[src/rtl/lda_avalon_ctrl_pkg.sv]
// Shared definitions for the line drawing engine's Avalon-MM front end:
// register map, handshake FSM encoding and START/END field positions.
package lda_avalon_ctrl_pkg;

    localparam logic [2:0] ADDR_MODE    = 3'd0;
    localparam logic [2:0] ADDR_STATUS  = 3'd1;
    localparam logic [2:0] ADDR_GO      = 3'd2;
    localparam logic [2:0] ADDR_START   = 3'd3;
    localparam logic [2:0] ADDR_END     = 3'd4;
    localparam logic [2:0] ADDR_COLOUR  = 3'd5;
    localparam logic [2:0] ADDR_LINECNT = 3'd6;

    // START/END pack X in the low bits and Y directly above it
    localparam int FIELD_X_LSB = 0;
    localparam int FIELD_Y_LSB = 9;

    localparam int LINECNT_W = 16;

    typedef enum logic [1:0] {
        ST_IDLE    = 2'd0,
        ST_RUN     = 2'd1,
        ST_RELEASE = 2'd2
    } state_t;

endpackage

[src/rtl/lda_handshake_fsm.sv]
// Go/done handshake with the line engine: raises go until done, then waits
// for done to drop before accepting another line.
module lda_handshake_fsm
    import lda_avalon_ctrl_pkg::*;
(
    input  logic   clk,
    input  logic   rst,
    input  logic   i_start,
    input  logic   i_done,
    output logic   o_go,
    output logic   o_busy,
    output logic   o_line_done,
    output state_t o_state
);

    state_t r_state;
    state_t w_next;

    always_ff @(posedge clk or posedge rst) begin
        if (rst) begin
            r_state <= ST_IDLE;
        end else begin
            r_state <= w_next;
        end
    end

    always_comb begin
        w_next = r_state;
        case (r_state)
            ST_IDLE:    if (i_start) w_next = ST_RUN;
            ST_RUN:     if (i_done)  w_next = ST_RELEASE;
            ST_RELEASE: if (!i_done) w_next = ST_IDLE;
            default:    w_next = ST_IDLE;
        endcase
    end

    // done is ignored in IDLE, so a stuck-high done only shortens RUN to one cycle
    always_comb begin
        o_go        = (r_state == ST_RUN);
        o_busy      = (r_state != ST_IDLE);
        o_line_done = (r_state == ST_RUN) && i_done;
        o_state     = r_state;
    end

endmodule

[src/rtl/lda_avalon_ctrl.sv]
// Avalon-MM slave holding line endpoints/colour; a GO write starts the engine.
// Valid/ready: a write completes on the cycle chipselect&write is high with waitrequest low; reads never stall.
module lda_avalon_ctrl
    import lda_avalon_ctrl_pkg::*;
#(
    parameter int DATA_W   = 32,
    parameter int X_W      = 9,
    parameter int Y_W      = 8,
    parameter int COLOUR_W = 3
) (
    input  logic                clock,
    input  logic                reset,
    input  logic [2:0]          address,
    input  logic                chipselect,
    input  logic                read,
    input  logic                write,
    input  logic [DATA_W-1:0]   writedata,
    output logic [DATA_W-1:0]   readdata,
    output logic                waitrequest,
    output logic                lda_go,
    input  logic                lda_done,
    output logic [X_W-1:0]      lda_x0,
    output logic [X_W-1:0]      lda_x1,
    output logic [Y_W-1:0]      lda_y0,
    output logic [Y_W-1:0]      lda_y1,
    output logic [COLOUR_W-1:0] lda_colour,
    output state_t              o_dbg_state
);

    logic                 r_mode;
    logic [X_W-1:0]       r_x0;
    logic [X_W-1:0]       r_x1;
    logic [Y_W-1:0]       r_y0;
    logic [Y_W-1:0]       r_y1;
    logic [COLOUR_W-1:0]  r_colour;
    logic [LINECNT_W-1:0] r_linecnt;
    logic                 r_go_pending;

    logic                 w_wr;
    logic                 w_rd;
    logic                 w_go_wr;
    logic                 w_start;
    logic                 w_accept;
    logic                 w_busy;
    logic                 w_line_done;
    logic [DATA_W-1:0]    w_rdata;
    logic                 w_unused;

    assign w_wr     = chipselect & write;
    assign w_rd     = chipselect & read & ~write;
    assign w_go_wr  = w_wr && (address == ADDR_GO);
    assign w_accept = w_wr && !w_busy;
    // A stall-mode GO is still held by the master when the FSM returns to IDLE;
    // r_go_pending lets that same access complete without starting a second line.
    assign w_start  = w_go_wr && !w_busy && !r_go_pending;

    assign waitrequest = w_wr && (w_busy || (w_start && !r_mode));

    lda_handshake_fsm u_fsm (
        .clk         (clock),
        .rst         (reset),
        .i_start     (w_start),
        .i_done      (lda_done),
        .o_go        (lda_go),
        .o_busy      (w_busy),
        .o_line_done (w_line_done),
        .o_state     (o_dbg_state)
    );

    always_ff @(posedge clock or posedge reset) begin
        if (reset) begin
            r_go_pending <= 1'b0;
        end else if (w_start && !r_mode) begin
            r_go_pending <= 1'b1;
        end else if (!w_busy) begin
            r_go_pending <= 1'b0;
        end
    end

    always_ff @(posedge clock or posedge reset) begin
        if (reset) begin
            r_mode    <= 1'b0;
            r_x0      <= '0;
            r_y0      <= '0;
            r_x1      <= '0;
            r_y1      <= '0;
            r_colour  <= '0;
            r_linecnt <= '0;
        end else if (w_line_done) begin
            r_linecnt <= r_linecnt + LINECNT_W'(1);
        end else if (w_accept) begin
            case (address)
                ADDR_MODE:    r_mode <= writedata[0];
                ADDR_START: begin
                    r_x0 <= writedata[FIELD_X_LSB +: X_W];
                    r_y0 <= writedata[FIELD_Y_LSB +: Y_W];
                end
                ADDR_END: begin
                    r_x1 <= writedata[FIELD_X_LSB +: X_W];
                    r_y1 <= writedata[FIELD_Y_LSB +: Y_W];
                end
                ADDR_COLOUR:  r_colour  <= writedata[COLOUR_W-1:0];
                ADDR_LINECNT: r_linecnt <= '0;
                default: ;
            endcase
        end
    end

    always_comb begin
        w_rdata = '0;
        case (address)
            ADDR_MODE:   w_rdata[0] = r_mode;
            ADDR_STATUS: w_rdata[0] = w_busy;
            ADDR_START: begin
                w_rdata[FIELD_X_LSB +: X_W] = r_x0;
                w_rdata[FIELD_Y_LSB +: Y_W] = r_y0;
            end
            ADDR_END: begin
                w_rdata[FIELD_X_LSB +: X_W] = r_x1;
                w_rdata[FIELD_Y_LSB +: Y_W] = r_y1;
            end
            ADDR_COLOUR:  w_rdata[COLOUR_W-1:0]  = r_colour;
            ADDR_LINECNT: w_rdata[LINECNT_W-1:0] = r_linecnt;
            default: ;
        endcase
    end

    assign readdata   = w_rd ? w_rdata : '0;
    assign lda_x0     = r_x0;
    assign lda_x1     = r_x1;
    assign lda_y0     = r_y0;
    assign lda_y1     = r_y1;
    assign lda_colour = r_colour;
    assign w_unused   = ^writedata[DATA_W-1:FIELD_Y_LSB+Y_W];

endmodule

[config.mk]
export PLATFORM = sky130hd
export DESIGN_NAME = lda_avalon_ctrl
export DESIGN_NICKNAME = d
export VERILOG_FILES = /design/src/rtl/lda_avalon_ctrl_pkg.sv /design/src/rtl/lda_handshake_fsm.sv /design/src/rtl/lda_avalon_ctrl.sv
export SDC_FILE = /design/constraint.sdc
export NUM_CORES = 1
export LEC_CHECK = 0
export ABC_AREA = 1
export CAP_MARGIN = 20
export CORE_MARGIN = 8
export CORE_UTILIZATION = 40
export CTS_CLUSTER_DIAMETER = 100
export DETAILED_ROUTE_END_ITERATION = 12
export HOLD_SLACK_MARGIN = 0.12
export PLACE_DENSITY = 0.82
export SYNTH_ARGS = -nofsm -noshare
export SYNTH_HDL_FRONTEND = slang
export SYNTH_SLANG_ARGS = --single-unit
[constraint.sdc]
create_clock -name clock -period 2 [get_ports clock]
set_input_delay 0.2 -clock clock [delete_from_list [all_inputs] [get_ports clock]]
set_output_delay 0.2 -clock clock [all_outputs]
set_load 0.01 [all_outputs]
==> impl_metrics.ini <==
[cts]
clock_sinks = 57
clk-insertion-delay-late_ps = 330
numCtsBuffers = 9
h-tree-depth = 3
clk_pin_slew_ps = 70
cts_max_path_buffers = 2
clock-root-buffer = clkbuf_8
ctsHoldBuffers = 0
cts_tree = yes

[timing]
rsz0062_at_grt = false
period_needed_ps = 1930
tns_ps = 0
fmax_mhz = 519
relSlewSlack_pct = 62.6
slew_viol_final = 0
worstMarginPinSlew_ps = 558
skew_ps = 7.01
hold_violations = 0
finalSetupViolCount = 0
timing.final.crit_share_pct = 96.4
holdWs_ps = 243

[yosys]
ys_ff_latch = 57
synth_cells = 428
ys_warn_count = 0
synth-seq-area-share_pct = 43.9
synth.cell_area_um2 = 3250
avgSynthCellArea_um2 = 7.59
synth_cell_types = 24

[routing]
ant_nets = 0
wirelength_um = 9200
drc = 0
num_vias = 3225
drt_first_iter_violations = 313
drtPass1Iterations = 6
viasPerCell = 5.05
post_drt_wl_per_cell_um = 14.4

[pwr]
p_leak_uw = 0.00221
irDropWorstVdd_mv = 0.611
p_per_area_nw_per_um2 = 802

[job]
drv_cap = 0

[place]
dp_hpwl_um = 6740
gp_congestion = 0.940
dpl.cell_count = 621
placed_area_um2 = 4230
port_buffers = 83

[setup_path]
critPathKind = input pin to output port
cp.required_ps = 1800
cp-start-kind = input pin
arrival_ps = 1730
cp-end-kind = output port
cp_max_fo = 17

[global_route]
antenna_found_initial = 0
first_global_vias = 3302
grt_pass1_wl_um = 15400
globalRouteTotalUtil_pct = 16.5
grt_max_degree = 58
overflow = 0

[cells_and_area]
finalInstanceArea_um2 = 4400
antenna_cells = 0
stdcell_count = 639
layout.nets = 571
layout-drive-gt1-share_pct = 15.7
area_delta_synth_final_pct = 35.4

[floorplan]
io_pins = 114
std_cell_rows = 33
design.core.area_um2 = 8050
chipWidth_um = 106
die_area_um2 = 11300
initial_core_util_pct = 40.4
chipHeight_um = 106

[min_path]
hold_class = input pin to asynchronous set/reset pin

[status]
outcome = finished clean
==> power by group <==
group,switching (µW),internal (µW)
Clock,478,510
Sequential,203,1370
Combinational,452,522
==> critical path, cell delays in order <==
cell and delay (ps):
clkdlybuf4s50_1 480, buf_4 160, nand2_2 70, nor2_4 120
buf_12 160, nand2_1 80, o211ai_2 80, nand2_1 70
inv_1 50, dlygate4sd2_1 260
==> layer usage <==
metal	GRT usage, %	up-vias	part of all wire, %
met5	0	-	0
met4	6.53	0	2.8
met3	4.96	32	8.6
met2	29.0	150	50
met1	18.3	1525	39
li1	-	1518	-
==> state kept, by name, summed over array words and instances, names as in the netlist <==
signal / cells
lda_x1: 9
r_linecnt: 16
r_go_pending: 1
lda_y0: 8
r_mode: 1
lda_colour: 3
lda_x0: 9
u_fsm.o_state: 2
lda_y1: 8
==> through the flow <==
stage	utilization (%)	worst slack [ps]	power [µW]
4_1_cts	54.6	44.7	3540
2_1_floorplan	-	400	2000
3_5_place_dp	52.5	-239	2560
3_3_place_gp	52.5	-198	2520
5_1_grt	54.7	0.239	3710
6_report	54.7	71.6	3530
==> final cells by class <==
type | count | area, µm²
fillers | 685 | 3650
multi-input cells | 297 | 1450
well taps | 105 | 131
clock inverters | 5 | 30.0
clock buffers | 11 | 151
repair buffers | 102 | 980
flip-flops and latches | 57 | 1430
inverters | 62 | 233
==> cell families (layout without fill, tap and decap cells) <==
logic type                 count (synthesis)  count (layout)  share of synthesized area [%]
buffers and inverters                     88             180                           13.5
DFF                                       57              57                           43.9
and+or+nand+nor                          206             206                           26.8
AOI/OAI and AO/OA                         75              75                           15.3
adders and majority gates                  1               1                          0.385
other                                      1              15                          0.115
==> Yosys cell counts <==
library cell | n | area share, %
buf_6 | 6 | 2.1
nand3_1 | 15 | 2.3
o211ai_2 | 6 | 2.3
o211ai_1 | 4 | 0.92
inv_1 | 57 | 6.6
nand2_2 | 12 | 2.3
o21bai_1 | 1 | 0.23
nand2_4 | 1 | 0.35
nor3_4 | 1 | 0.50
o22ai_1 | 1 | 0.19
buf_4 | 15 | 3.5
ha_1 | 1 | 0.38
nand2_1 | 134 | 15
a21oi_1 | 13 | 2.0
nor3_1 | 4 | 0.62
nor2_4 | 1 | 0.35
conb_1 | 1 | 0.12
o21ai_0 | 33 | 5.1
buf_2 | 5 | 0.77
nor2_1 | 31 | 3.6
dfrtp_1 | 57 | 44
o21ai_2 | 17 | 4.6
nand4_1 | 7 | 1.3
inv_2 | 5 | 0.58
==> final timing paths <==
check / startpoint / to / slack, ps / cells after the start
setup / recovery: address[2] / readdata[12] / 70 / 10
hold / removal: reset / u_fsm.o_state[0] / 240 / 3
setup reg to reg: r_linecnt[0] / r_linecnt[10] / 290 / 8
hold reg to reg: r_mode / r_mode / 500 / 2
max in group asynchronous: reset / lda_y0[3] / 1500 / 3
min in group clock: writedata[10] / lda_y0[1] / 430 / 3
==> cells in the final DEF, fill, tap and decap left out <==
| cell | count |
|---|---|
| o22ai_1 | 1 |
| o21ai_2 | 17 |
| clkinv_2 | 3 |
| nor2_2 | 1 |
| o211ai_1 | 4 |
| nand2_1 | 134 |
| nor2_4 | 2 |
| nor3_4 | 1 |
| o211ai_2 | 6 |
| clkbuf_8 | 11 |
| dlygate4sd2_1 | 13 |
| clkdlybuf4s15_1 | 2 |
| nand4_1 | 7 |
| inv_1 | 56 |
| nand2_2 | 12 |
| conb_1 | 15 |
| buf_4 | 16 |
| inv_2 | 6 |
| a21oi_1 | 13 |
| nor3_1 | 4 |
| nor2_1 | 29 |
| nand2_4 | 1 |
| clkinvlp_4 | 2 |
| buf_12 | 3 |
| o21ai_0 | 33 |
| nand3_1 | 15 |
| clkbuf_2 | 3 |
| o21bai_1 | 1 |
| clkdlybuf4s50_1 | 65 |
| ha_1 | 1 |
| dfrtp_1 | 57 |
==> timing repair <==
action | CTS | global route
buffers inserted | 0 | 2
gates resized for setup | 21 | 8
setup endpoints to repair | 18 | 7
No activity file was read; power rests on OpenSTA's default activity.
